`config.mk`:
```
export PLATFORM = sky130hd
export DESIGN_NAME = display_source_scheduler
export DESIGN_NICKNAME = d
export VERILOG_FILES = /design/src/rtl/display_source_scheduler.sv
export SDC_FILE = /design/constraint.sdc
export NUM_CORES = 1
export LEC_CHECK = 0
export CAP_MARGIN = 10
export CORE_ASPECT_RATIO = 1.25
export CORE_UTILIZATION = 35
export CTS_BUF_LIST = sky130_fd_sc_hd__clkbuf_16
export DETAILED_ROUTE_END_ITERATION = 8
export PLACE_DENSITY = 0.62
export SETUP_SLACK_MARGIN = 0.5
export SLEW_MARGIN = 0
export SYNTH_ARGS = -nofsm -noshare
export SYNTH_HDL_FRONTEND = slang
export SYNTH_SLANG_ARGS = --single-unit
```
`constraint.sdc`:
```
create_clock -name clk -period 3.32 [get_ports clk]
set_clock_uncertainty 0.1 [all_clocks]
set_input_delay 0.83 -clock clk [delete_from_list [all_inputs] [get_ports clk]]
set_output_delay 0.83 -clock clk [all_outputs]
set_load 0.005 [all_outputs]
```
`src/rtl/display_source_scheduler.sv`:
```
// display_source_scheduler
//   Time-shares one 8-digit hex display between N_SRC 32-bit debug sources.
//   Selection is manual (debounced btn_next) or automatic (timed rotation when
//   auto_en is high). btn_freeze toggles a hold on the displayed value.
//
//   Optional build macro DISP_SRC_TAG_EN: when defined, data_out[31:28]
//   carries the zero-extended source index and data_out[27:0] the low 28 bits
//   of the selected word. When undefined, the word passes through untouched.
//
// Ports
//   clk, rst_n      clock, asynchronous active-low reset
//   src_data        packed source words, source k at [32k+31:32k]
//   src_mode        per-source format bit (0 integer, 1 Q16.16)
//   btn_next        raw push-button, advance to next source
//   btn_freeze      raw push-button, toggle freeze
//   auto_en         slide switch, 1 = auto-rotate
//   data_out        word to the display driver
//   mode_out        format bit to the display driver
//   src_sel         index of the currently selected source
//   frozen          high while the display is held

// Synchronizer + debouncer for one raw button. Emits a single-cycle pulse on
// the accepted rising edge; release is accepted silently.
module btn_debounce #(
  parameter int DEBOUNCE_CYCLES = 1000000
) (
  input  logic clk,
  input  logic rst_n,
  input  logic btn,
  output logic pulse
);
  localparam int CW = $clog2(DEBOUNCE_CYCLES + 1);

  logic [1:0]    sync;
  logic          acc;
  logic [CW-1:0] cnt;

  always_ff @(posedge clk or negedge rst_n) begin
    if (!rst_n) begin
      sync  <= '0;
      acc   <= 1'b0;
      cnt   <= '0;
      pulse <= 1'b0;
    end else begin
      sync  <= {sync[0], btn};
      pulse <= 1'b0;
      // Count only while the synchronized level disagrees with the accepted
      // one; any return to agreement restarts the stability window.
      if (sync[1] == acc) begin
        cnt <= '0;
      end else if (cnt == CW'(DEBOUNCE_CYCLES - 1)) begin
        acc   <= sync[1];
        cnt   <= '0;
        pulse <= sync[1];
      end else begin
        cnt <= cnt + CW'(1);
      end
    end
  end
endmodule

module display_source_scheduler #(
  parameter int N_SRC           = 4,
  parameter int DEBOUNCE_CYCLES = 1000000,
  parameter int DWELL_CYCLES    = 200000000
) (
  input  logic                     clk,
  input  logic                     rst_n,
  input  logic [32*N_SRC-1:0]      src_data,
  input  logic [N_SRC-1:0]         src_mode,
  input  logic                     btn_next,
  input  logic                     btn_freeze,
  input  logic                     auto_en,
  output logic [31:0]              data_out,
  output logic                     mode_out,
  output logic [$clog2(N_SRC)-1:0] src_sel,
  output logic                     frozen
);
  localparam int SW = $clog2(N_SRC);
  localparam int DW = $clog2(DWELL_CYCLES + 1);

  typedef enum logic [1:0] {RUN_MANUAL, RUN_AUTO, FROZEN} state_t;

  state_t        state;
  logic [DW-1:0] dwell;
  logic [1:0]    auto_sync;
  logic          auto_s;
  logic [1:0]    btn_raw;
  logic [1:0]    btn_p;
  logic          next_p;
  logic          frz_p;
  logic [SW-1:0] sel_adv;
  logic [31:0]   word;

  // Button conditioning: lane 0 = next, lane 1 = freeze.
  assign btn_raw = {btn_freeze, btn_next};
  assign next_p  = btn_p[0];
  assign frz_p   = btn_p[1];

  generate
    for (genvar i = 0; i < 2; i++) begin : g_db
      btn_debounce #(.DEBOUNCE_CYCLES(DEBOUNCE_CYCLES)) u_db (
        .clk   (clk),
        .rst_n (rst_n),
        .btn   (btn_raw[i]),
        .pulse (btn_p[i])
      );
    end
  endgenerate

  // Level switch: synchronized only, bounce on a slide switch is harmless.
  always_ff @(posedge clk or negedge rst_n) begin
    if (!rst_n) auto_sync <= '0;
    else        auto_sync <= {auto_sync[0], auto_en};
  end
  assign auto_s = auto_sync[1];

  // Explicit wrap so non-power-of-two N_SRC never selects a missing source.
  assign sel_adv = (src_sel == SW'(N_SRC - 1)) ? '0 : src_sel + SW'(1);
  assign frozen  = (state == FROZEN);

  always_ff @(posedge clk or negedge rst_n) begin
    if (!rst_n) begin
      state   <= RUN_MANUAL;
      dwell   <= '0;
      src_sel <= '0;
    end else begin
      case (state)
        FROZEN: begin
          if (frz_p) begin
            state <= auto_s ? RUN_AUTO : RUN_MANUAL;
            dwell <= '0;
          end
        end
        default: begin
          // Freeze has priority over any same-cycle advance.
          if (frz_p) begin
            state <= FROZEN;
          end else begin
            state <= auto_s ? RUN_AUTO : RUN_MANUAL;
            if (state == RUN_AUTO && auto_s) begin
              // Manual press and dwell expiry together give one advance.
              if (next_p || dwell == DW'(DWELL_CYCLES - 1)) begin
                src_sel <= sel_adv;
                dwell   <= '0;
              end else begin
                dwell <= dwell + DW'(1);
              end
            end else begin
              // Manual mode, or the cycle auto_en changes: dwell restarts.
              dwell <= '0;
              if (next_p) src_sel <= sel_adv;
            end
          end
        end
      endcase
    end
  end

  assign word = src_data[32*int'(src_sel) +: 32];

  // Output register follows the registered src_sel; holds while frozen.
  always_ff @(posedge clk or negedge rst_n) begin
    if (!rst_n) begin
      data_out <= '0;
      mode_out <= 1'b0;
    end else if (state != FROZEN) begin
`ifdef DISP_SRC_TAG_EN
      data_out <= {4'(src_sel), word[27:0]};
`else
      data_out <= word;
`endif
      mode_out <= src_mode[src_sel];
    end
  end
endmodule
```
== Word-level counts from Yosys, hierarchy flattened ==
Index checks and enable logic that the tools add are counted.
Storage, ports and cells
  bits in registers: 115
  bits of input ports: 137
  output and inout bits: 36
  logic and storage cells: 66
Cells by class
  $add $sub $neg: 4
  magnitude comparators: 1
  equal/unequal tests: 12
  shifts and indexed selects: 1
  mux-type cells: 23
  bitwise logic cells: 4
  reductions and logical operators: 7
Operator list (number)
  $mux 28: 5
  $shiftx 128x8->32: 1
  $mux 20: 4
  $add 20x1->20 const B: 2
  $eq 20x20->1 const B: 2
  $add 28x1->28 const B: 1
  $eq 28x28->1 const B: 1
  $mux 2: 7
  $mux 1: 6
  $reduce_and 2->1: 3
  $eq 2x2->1 const B: 2
  $ne 2x1->1 const B: 2
  $ne 2x2->1 const B: 2
  $not 1->1: 4
  $reduce_and 4->1: 1
  $lt 2x3->1 const B: 1
  $add 2x1->2 const B: 1
  $bmux 1 s2: 1
  $eq 1x1->1: 2
  $eq 2x1->1 const B: 1
  $reduce_bool 2->1: 1
  $logic_and 1x1->1: 1
  $logic_or 1x1->1: 1

== Logic depth before layout (Yosys ltp) ==
Gate-level depths: netlist of the first run.
  depth in word-level cells: 6
  depth in mapped cells: 9

== By module ==
Synthesis of the first run repeated with hierarchy kept, for this count alone.
Unflattened totals
  cells, all modules: 567
  area, all modules: 6232.2 um^2
Modules (own cells, without submodules)
  display_source_scheduler: instances 1, cells each 335, area each 3960.0 um^2, seq. area each 1676.6 um^2
  btn_debounce: instances 2, cells each 116, area each 1136.1 um^2, seq. area each 600.6 um^2

== Worst setup path before layout of the first run ==
Ideal clock, no wire load.
  kind: reg2reg
  from: register state[0]
  to: register dwell[20]
  library setup time: 0.069 ns
  arrival: 2.230 ns
  data required time: 3.151 ns
  path slack: 0.921 ns
  stages on the path, launching flop included: 10
  buffers on the path: 3
  clock period less this slack: 2.399 ns
  cells stage by stage: dfrtp_1 -> nand2b_1 -> clkbuf_1 -> buf_1 -> ha_1 -> inv_1 -> o211ai_1 -> clkbuf_1 -> or3_1 -> nand3_1
Between the ends
  cells in the longest elaborated chain, start to end: 5
  elaborated cells between the ends (all ways): 9
Ends and longest elaborated chain
  start: declaration: RTL line 84  | state_t state;
  start signal: assignment: RTL line 131  | state <= auto_s ? RUN_AUTO : RUN_MANUAL;
  start signal: assignment: RTL line 140  | state <= auto_s ? RUN_AUTO : RUN_MANUAL;
  $eq 2x1->1: RTL line 141  | if (state == RUN_AUTO && auto_s) begin
  $logic_and 1x1->1: RTL line 141
  $mux 28: RTL line 141
  $mux 28: RTL line 137  | if (frz_p) begin
  $mux 28: RTL line 128  | case (state)
  end signal: assignment: RTL line 147  | dwell <= dwell + DW'(1);
  end: declaration: RTL line 85  | logic [DW-1:0] dwell;
Several ways; a longest one is shown, not always the timed one. The select of a mux whose other input is x is not followed.
A chain may end at the register's enable or synchronous reset.

== Final worst setup path of the first run ==
  from: register src_sel[0]
  to: output src_sel[0]
RTL lines
  start: declaration: RTL line 76  | output logic [$clog2(N_SRC)-1:0] src_sel,
  start signal: assignment: RTL line 144  | src_sel <= sel_adv;
  start signal: assignment: RTL line 152  | if (next_p) src_sel <= sel_adv;
No word-level cell between the ends.

==> flow_metrics.tcl, run 1 <==
set metrics [dict create \
    status "finished, final reports clean" \
    clkPwrFrac 0.469 \
    grt_first_pass_wirelength_mm 26.65 \
    die_area_um2 17550 \
    tightest_slew_ns 0.7580 \
    min_period_ns 2.682 \
    gp_routability_congestion 0.9151 \
    syn_inst 523 \
    syn_nets 667 \
    drt_iter0_markers 160 \
    cts_tree "built" \
    grt_max_degree 48 \
    first_pass_iters 4 \
    pwr_density_cell_nw_per_um2 398.1 \
    switchingPower_uw 713.7 \
    preCtsSetupSlack_ns 0.9706 \
    gr-usage-all-layers 0.1971 \
    via_per_inst 5.077 \
    io_pins 173 \
    ys_seq_area_frac 0.4830 \
    crit_arrival_ns 1.75 \
    power.leakage_nw 3.308 \
    setup_viol 0 \
    yosys_warnings 0 \
    relSlewSlack 0.4905 \
    drc_errors 0 \
    path_buf_inv 1 \
    final_hold_viol_count 0 \
    cts_sinks 115 \
    clk_pin_slew_ns 0.05 \
    path_delay_family "flip-flops" \
    swShare 0.2120 \
    row_count 52 \
    n_antenna_cell 0 \
    synth-main-ff-cell "dfrtp_1" \
    port_buffers 172 \
    max_cap_viol_count 0 \
    crit_path_max_fanout 19 \
    avgSynthCellArea_um2 11.39 \
    path_class "flip-flop to primary output" \
    synth_edf_count 0 \
    holdCritPathClass "flip-flop to flip-flop" \
    drt_wl_total_mm 16.17 \
    max_freq_mhz 372.9 \
    initial_core_util 0.3634 \
    ant_nets 0 \
    die_x_um 118.7 \
    peakVddDrop_v 0.0002794 \
    ys_ff_latch 115 \
    hpwlAfterDp_mm 12.45 \
    die_y_um 147.9 \
    numCtsBuffers 17 \
    cp_slowest_stage_delay_ns 0.72 \
    wl_per_cell_um 17.35 \
    nNetsFinal 847 \
    syn2layout_area_growth_pct 41.92 \
    p_seq_frac 0.433 \
    async_flop_share 1.000 \
    tns_ns 0 \
    slowest_stage "dfrtp_2" \
    synth.distinct_cells 37 \
    post_cts_buffers 0 \
    finalCritPeriodShare 0.8078 \
    synthesis.area_um2 5958 \
    dr_total_vias 4732 \
    drive_above_1_share 0.1522 \
    fin_ws_ns 0.6382 \
    antenna_found_initial 0 \
    cts_resized 0 \
    cp.required_ns 2.39 \
    crit_chain "clkdlybuf4s50_1" \
    clk_latency_ns 0.41 \
    drv_slew 0 \
    grt-ovfl-total 0 \
    grt_pass1_vias 5094 \
    coreArea_um2 16400 \
    htreeDepth 4 \
    start_kind "flip-flop" \
    hold_ws_ns 0.2434 \
    endpoint_kind "primary output" \
    internal-power_mw 2.653 \
    clk_path_buf_depth 2 \
    clock-root-buffer "clkbuf_16" \
    rsz0062_at_grt "no" \
    power_frac_comb 0.098 \
    cts_hold_buf 0 \
]
==> cell usage after synthesis (4+ instances only) <==
master | n | share of area
and3_1 | 8 | 0.0084
nand2_1 | 25 | 0.016
dfrtp_1 | 115 | 0.48
nor4b_1 | 4 | 0.0059
nor3_1 | 5 | 0.0042
nand4_1 | 15 | 0.016
ha_1 | 7 | 0.015
nand3_1 | 35 | 0.029
xor2_1 | 15 | 0.022
inv_1 | 24 | 0.015
a21oi_1 | 12 | 0.010
nor2_1 | 70 | 0.044
mux4_2 | 33 | 0.12
and4_1 | 5 | 0.0073
buf_1 | 4 | 0.0025
mux2_2 | 38 | 0.072
or3_1 | 16 | 0.017
o21ai_0 | 14 | 0.012
clkbuf_1 | 14 | 0.0088
xnor2_1 | 32 | 0.047
nor3b_1 | 5 | 0.0063
==> metrics by stage <==
step	power, mW	instance area [um2]	utilization	instances
floorplan	1.554	5958	-	523
global placement	1.806	7944	0.4845	900
detailed placement	1.814	7944	0.4845	900
CTS	3.405	8456	0.5157	932
global route	3.498	8456	0.5157	932
finish	3.366	8456	0.5157	932
==> routing by layer <==
layer	wire length, um	vias up	part of all wire	global-route usage
li1	-	2229	-	-
met3	612	27	0.038	0.03935
met1	6745	2373	0.42	0.2294
met5	0	-	0	0
met4	367	0	0.023	0.08608
met2	8447	103	0.52	0.3506
==> power by group through the flow <==
stage               Combinational (mW)  Sequential [mW]  Clock, mW
floorplan                       0.0761             1.48          0
global placement                 0.329             1.48          0
detailed placement               0.334             1.48          0
CTS                              0.336             1.46       1.61
global route                     0.357             1.46       1.68
finish                           0.330             1.46       1.58
==> sequential cells by signal (all words and copies together), names as in the netlist <==
name,count
g_db.u_db.cnt,40
g_db.u_db.acc,2
auto_sync,2
src_sel,2
g_db.u_db.sync,4
data_out,32
state,2
g_db.u_db.pulse,2
mode_out,1
dwell,28
==> kinds of logic (layout without fill, tap and decap cells) <==
group                      after synthesis  after routing  synth area share
xor gates and xnor gates                47             47           0.06909
buffers and inverters                   45            238           0.02898
adders and majority gates                7              7           0.01470
AOI/OAI and AO/OA                       32             32           0.02940
and+or+nand+nor                        206            206            0.1783
DFF                                    115            115            0.4830
muxes                                   71             71            0.1966
==> final timing paths <==
kind	startpoint	to	slack, ns	depth (start not counted)
worst min-delay path	g_db[0].u_db.sync[0]$_DFF_PN0_	g_db[0].u_db.sync[1]$_DFF_PN0_	0.24	0
worst max-delay path	src_sel[0]$_DFFE_PN0P_	src_sel[0]	0.64	1
worst min register to register	g_db[0].u_db.sync[0]$_DFF_PN0_	g_db[0].u_db.sync[1]$_DFF_PN0_	0.24	0
max in group asynchronous	rst_n	data_out[31]$_DFFE_PN0N_	2.12	2
min in group asynchronous	rst_n	g_db[1].u_db.cnt[1]$_DFF_PN0_	0.33	1
worst max register to register	dwell[20]$_DFFE_PN0P_	dwell[7]$_DFFE_PN0P_	0.96	5
==> cell type report <==
type                    instances  area [um2]
well taps                     216       270.3
inverters                      24       90.09
clock inverters                15       86.33
fillers                      1447        7940
multi-input cells             363        2910
repair buffers                182        1794
flip-flops and latches        115        2879
clock buffers                  17       425.4
==> placed cells by master (no fill, tap or decap), types with 4 or more instances in the layout <==
cell type,instances
ha_1,7
clkbuf_16,17
buf_4,11
nand4_1,15
mux2_2,38
clkdlybuf4s50_1,171
nor4b_1,4
mux4_2,33
clkinv_1,5
and3_1,8
nand2_1,25
or3_1,16
a21oi_1,12
nor3b_1,5
nand3_1,35
o21ai_0,14
xor2_1,15
dfrtp_1,114
nor3_1,5
xnor2_1,32
inv_1,30
and4_1,5
nor2_1,70
Note: power is estimated with default switching activity, not from simulation.
==> inputs of run 2 (changes only) <==
Settings changed: PLACE_DENSITY 0.62 to 0.64.
Clock period 3.32 ns to 2.3 ns, I/O delays scaled along.
==> run 2 against run 1 <==
Utilization is 5.0 points higher. Total power is 50% higher. Final area is 9.6% higher. Largest cell class unchanged. Critical endpoint is now dwell[2]$_DFFE_PN0P_. Non-clock buffer count is 51 higher. Flip-flop and latch count stayed put. Die area stayed put. First-iteration DRC count is 73% higher. Via count is 7.9% higher. Sequential share of layout area is 2.9 points lower. Worst setup slack worse by 0.40 ns. Clock power is 55% higher. Critical path type is now flip-flop to flip-flop. Register-to-register slack worse by 0.72 ns.
==> flow_metrics.tcl, run 2 (same netlist as run 1, synthesis figures left out) <==
set metrics [dict create \
    final_hold_viol_count 0 \
    syn2layout_area_growth_pct 55.61 \
    cts_tree "built" \
    fin_ws_ns 0.2429 \
    nNetsFinal 899 \
    cts_sinks 115 \
    coreArea_um2 16400 \
    via_per_inst 5.192 \
    drive_above_1_share 0.2829 \
    dr_total_vias 5104 \
    max_cap_viol_count 0 \
    drv_slew 0 \
    swShare 0.2146 \
    cp_slowest_stage_delay_ns 0.43 \
    io_pins 173 \
    path_class "flip-flop to flip-flop" \
    final_cell_mix "clkdlybuf4s50_1 (135), dfrtp_1 (110), nor2_1 (60)" \
    port_buffers 172 \
    internal-power_mw 3.972 \
    crit_path_max_fanout 8 \
    tns_ns 0 \
    pwr_density_cell_nw_per_um2 545.5 \
    finalCritPeriodShare 0.8944 \
    grt_max_degree 46 \
    min_period_ns 2.057 \
    wl_per_cell_um 17.47 \
    grt_pass1_vias 5483 \
    holdCritPathClass "input pin to asynchronous set/reset pin" \
    r2r_slack_ns 0.24 \
    status "finished, final reports clean" \
    endpoint_kind "flip-flop" \
    preCtsSetupSlack_ns 0.2047 \
    biggestRegsByFlops "g_db.u_db.cnt: 40 flops, data_out: 32 flops, dwell: 28 flops" \
    drt_iter0_markers 277 \
    die_x_um 118.7 \
    cp.required_ns 2.47 \
    rr_startpoint "dwell[10]$_DFFE_PN0P_" \
    crit_arrival_ns 2.23 \
    numCtsBuffers 17 \
    crit_top_cell "buf_6" \
    r2r_end "dwell[2]$_DFFE_PN0P_" \
    largest_reg_flops 40 \
    initial_core_util 0.3634 \
    power_frac_comb 0.100 \
    tightest_slew_ns 0.4919 \
    clkPwrFrac 0.484 \
    path_buf_inv 3 \
    crit_chain "buf_6, nor4b_4, nand4_1, o211ai_1, buf_4, buf_6, o311ai_2" \
    p_seq_frac 0.416 \
    final_common_cell "clkdlybuf4s50_1" \
    grt_first_pass_wirelength_mm 27.66 \
    setup_viol 0 \
    clk_path_buf_depth 2 \
    row_count 52 \
    htreeDepth 4 \
    start_kind "flip-flop" \
    peakVddDrop_v 0.0005327 \
    clk_pin_slew_ns 0.05 \
    ant_nets 0 \
    rsz0062_at_grt "yes" \
    cts_hold_buf 0 \
    first_pass_iters 5 \
    clock-root-buffer "clkbuf_16" \
    gr-usage-all-layers 0.2021 \
    die_area_um2 17550 \
    path_delay_family "simple AND/OR/NAND/NOR gates" \
    antenna_found_initial 0 \
    switchingPower_mw 1.085 \
    drc_errors 0 \
    gp_routability_congestion 0.8787 \
    power.leakage_nw 3.746 \
    reg2reg_depth 7 \
    top_register "g_db.u_db.cnt" \
    clk_latency_ns 0.41 \
    n_antenna_cell 0 \
    drt_wl_total_mm 17.17 \
    grt-ovfl-total 0 \
    slowest_stage "dfrtp_1" \
    die_y_um 147.9 \
    max_freq_mhz 486.1 \
    hpwlAfterDp_mm 11.64 \
    relSlewSlack 0.6721 \
]
[run 2: cell types whose count changed in the layout (fill, tap and decap cells not counted), moves of 12 or more]
| cell | delta |
|---|---|
| clkdlybuf4s50_1 | -36 |
| o21ai_0 | -12 |
| buf_4 | +32 |
| dlygate4sd2_1 | +34 |
| buf_6 | +12 |
[run 2: cell type report]
class	count	area, um2
well taps	216	270.3
repair buffers	233	2282
flip-flops and latches	115	2884
multi-input cells	364	3194
clock buffers	17	425.4
inverters	24	92.59
clock inverters	14	122.6
fillers	1376	7124
[run 2: worst max-delay path by stage]
stage	startpoint	end	slack, ns	cells after the start
after floorplan	dwell[9]$_DFFE_PN0P_	dwell[15]$_DFFE_PN0P_	0.35	5
after CTS	state[0]$_DFFE_PN0P_	frozen	0.28	3
after global routing	dwell[10]$_DFFE_PN0P_	dwell[24]$_DFFE_PN0P_	0.17	7
after global placement	dwell[20]$_DFFE_PN0P_	dwell[11]$_DFFE_PN0P_	0.26	5
final	dwell[10]$_DFFE_PN0P_	dwell[2]$_DFFE_PN0P_	0.24	7
after detailed placement	dwell[20]$_DFFE_PN0P_	dwell[10]$_DFFE_PN0P_	0.20	5
[run 2: through the flow]
step / hold slack (ns) / cell area [um2] / power [mW] / util / cells
global placement: 0.2331 / 8080 / 2.612 / 0.4928 / 908
floorplan: 0.1794 / 6036 / 2.246 / - / 523
CTS: 0.03590 / 9067 / 5.101 / 0.5530 / 975
detailed placement: 0.2364 / 8080 / 2.625 / 0.4928 / 908
finish: 0.02882 / 9271 / 5.057 / 0.5655 / 983
global route: 0.06415 / 9271 / 5.246 / 0.5655 / 983
[run 2: power by group through the flow]
stage | clock [mW] | sequential (mW) | combinational (mW)
after floorplan | 0 | 2.13 | 0.113
after global placement | 0 | 2.13 | 0.479
after detailed placement | 0 | 2.14 | 0.490
after CTS | 2.50 | 2.10 | 0.497
after global routing | 2.59 | 2.11 | 0.544
final | 2.45 | 2.10 | 0.505
[run 2: metal layers]
| metal | part of all wire | global-route usage | vias up | wire length, um |
|---|---|---|---|---|
| met2 | 0.55 | 0.3778 | 156 | 9470 |
| met4 | 0.022 | 0.07405 | 0 | 372 |
| met5 | 0 | 0 | - | 0 |
| li1 | - | - | 2346 | - |
| met1 | 0.38 | 0.2214 | 2573 | 6480 |
| met3 | 0.049 | 0.04591 | 29 | 846 |
[run 2: repair_timing]
item	in CTS	in global routing
pin swaps	24	27
cloned	4	0
buffers inserted	32	8
setup endpoints to repair	133	75
resized for setup	85	41
==> inputs of run 3 (changes only) <==
Settings changed: HOLD_SLACK_MARGIN from default to 0.06, MAX_ROUTING_LAYER from default to met4.
==> run 3 against run 2 <==
Non-clock buffer count rose by 1. Routed wire length fell by 0.34%. Combinational power barely moved. Critical path depth decreased by 2. Worst setup slack better by 0.026 ns. Worst hold slack improved by 0.22 ns. Count of clock-buffer cells in the layout did not move. Utilization up 0.084 points. Clock power about the same. Global-route usage up 0.63 points. Total power is 0.18% higher.
==> flow_metrics.tcl, run 3 (same netlist as run 1, synthesis figures left out) <==
set metrics [dict create \
    drv_slew 0 \
    nNetsFinal 900 \
    coreArea_um2 16400 \
    drc_errors 0 \
    power.leakage_nw 3.751 \
    cts_tree "built" \
    cts_sinks 115 \
    io_pins 173 \
    drt_wl_total_mm 17.11 \
    grt_pass1_vias 5475 \
    pwr_density_cell_nw_per_um2 545.7 \
    relSlewSlack 0.6777 \
    r2r_end "dwell[15]$_DFFE_PN0P_" \
    n_antenna_cell 0 \
    wl_per_cell_um 17.39 \
    final_hold_viol_count 0 \
    clk_path_buf_depth 2 \
    finalCritPeriodShare 0.8832 \
    gr-usage-all-layers 0.2084 \
    num-fill-cells 1373 \
    peakVddDrop_v 0.0005323 \
    r2r_slack_ns 0.27 \
    gp_routability_congestion 0.8933 \
    startpoint "dwell[10]$_DFFE_PN0P_" \
    final_common_cell "clkdlybuf4s50_1" \
    path_class "flip-flop to flip-flop" \
    tns_ns 0 \
    crit_path_max_fanout 4 \
    grt_first_pass_wirelength_mm 27.66 \
    critPathCapture "dwell[15]$_DFFE_PN0P_" \
    status "finished, final reports clean" \
    holdCritPathClass "flip-flop to flip-flop" \
    tightest_slew_ns 0.4834 \
    rsz0062_at_grt "yes" \
    hpwlAfterDp_mm 11.64 \
    final_cell_mix "clkdlybuf4s50_1 (135), dfrtp_1 (110), nor2_1 (60)" \
    rr_startpoint "dwell[10]$_DFFE_PN0P_" \
    cp.required_ns 2.54 \
    min_period_ns 2.031 \
    clk_latency_ns 0.41 \
    port_buffers 172 \
    ant_nets 0 \
    htreeDepth 4 \
    first_pass_iters 4 \
    grt-ovfl-total 0 \
    crit_arrival_ns 2.27 \
    design_area_um2 9285 \
    reg2reg_depth 5 \
    max_freq_mhz 492.3 \
    clock-root-buffer "clkbuf_16" \
    start_kind "flip-flop" \
    endpoint_kind "flip-flop" \
    initial_core_util 0.3634 \
    grt_max_degree 46 \
    max_cap_viol_count 0 \
    dr_total_vias 5107 \
    biggestRegsByFlops "g_db.u_db.cnt: 40 flops, data_out: 32 flops, dwell: 28 flops" \
    die_y_um 147.9 \
    die_area_um2 17550 \
    syn2layout_area_growth_pct 55.84 \
    numCtsBuffers 17 \
    finish.utilization 0.5663 \
    setup_viol 0 \
    top_register "g_db.u_db.cnt" \
    die_x_um 118.7 \
    drt_iter0_markers 235 \
    largest_reg_flops 40 \
    via_per_inst 5.190 \
    row_count 52 \
    drive_above_1_share 0.2826 \
    antenna_found_initial 0 \
    dpl_cell_area_um2 8080 \
    clk_pin_slew_ns 0.05 \
]
[run 3: timing repair]
item | CTS | global route
endpoints found under the hold margin | 32 | 0
gates resized for setup | 85 | 41
buffers inserted | 32 | 8
cloned | 4 | 0
hold buffers | 1 | 0
pin swaps | 24 | 27
endpoints found under the setup margin | 133 | 75
[run 3: worst max-delay path, cell delays in order (launching register included)]
cell     delay (ns)
dfrtp_1        0.43
nand4_4        0.17
or4_4          0.55
or3_4          0.34
or3_1          0.30
o21ai_1        0.07
[run 3: final cells by class]
class                           instances  area (um2)  area share
Multi-Input combinational cell        364        3194      0.3440
Sequential cell                       115        2884      0.3106
Timing Repair Buffer                  234        2296      0.2473
Clock buffer                           17       425.4     0.04582
Tap cell                              216       270.3     0.02911
Clock inverter                         14       122.6     0.01321
Inverter                               24       92.59    0.009972
[run 3: metal layers]
layer | GRT usage | vias up | part of all wire
li1 | - | 2348 | -
met1 | 0.2222 | 2553 | 0.38
met2 | 0.3772 | 170 | 0.55
met3 | 0.04630 | 36 | 0.047
met4 | 0.07405 | 0 | 0.025
met5 | - | - | 0
[run 3: worst min path at each step]
stage                                   startpoint                             end  slack (ns)  cells past startpoint
CTS                 g_db[1].u_db.sync[0]$_DFF_PN0_  g_db[1].u_db.sync[1]$_DFF_PN0_        0.25                      0
finish              g_db[1].u_db.sync[0]$_DFF_PN0_  g_db[1].u_db.sync[1]$_DFF_PN0_        0.25                      0
global route        g_db[1].u_db.sync[0]$_DFF_PN0_  g_db[1].u_db.sync[1]$_DFF_PN0_        0.26                      0
floorplan                                    rst_n          auto_sync[0]$_DFF_PN0_        0.18                      0
detailed placement  g_db[1].u_db.sync[0]$_DFF_PN0_  g_db[1].u_db.sync[1]$_DFF_PN0_        0.24                      0
global placement    g_db[1].u_db.sync[0]$_DFF_PN0_  g_db[1].u_db.sync[1]$_DFF_PN0_        0.23                      0
[run 3: stage by stage]
step	hold WS [ns]	std cells	setup slack (ns)	total power [mW]
2_1_floorplan	0.1794	523	0.3518	2.246
3_3_place_gp	0.2331	908	0.2559	2.612
3_5_place_dp	0.2364	908	0.2047	2.625
4_1_cts	0.2486	976	0.2820	5.103
5_1_grt	0.2586	984	0.1613	5.252
6_report	0.2465	984	0.2686	5.067
[run 3: where the power goes]
group          switching (mW)  total [mW]  internal [mW]  leakage (nW)
sequential             0.0307        2.10           2.07          1.50
clock                   0.902        2.46           1.56         0.269
combinational           0.161       0.506          0.345          1.98
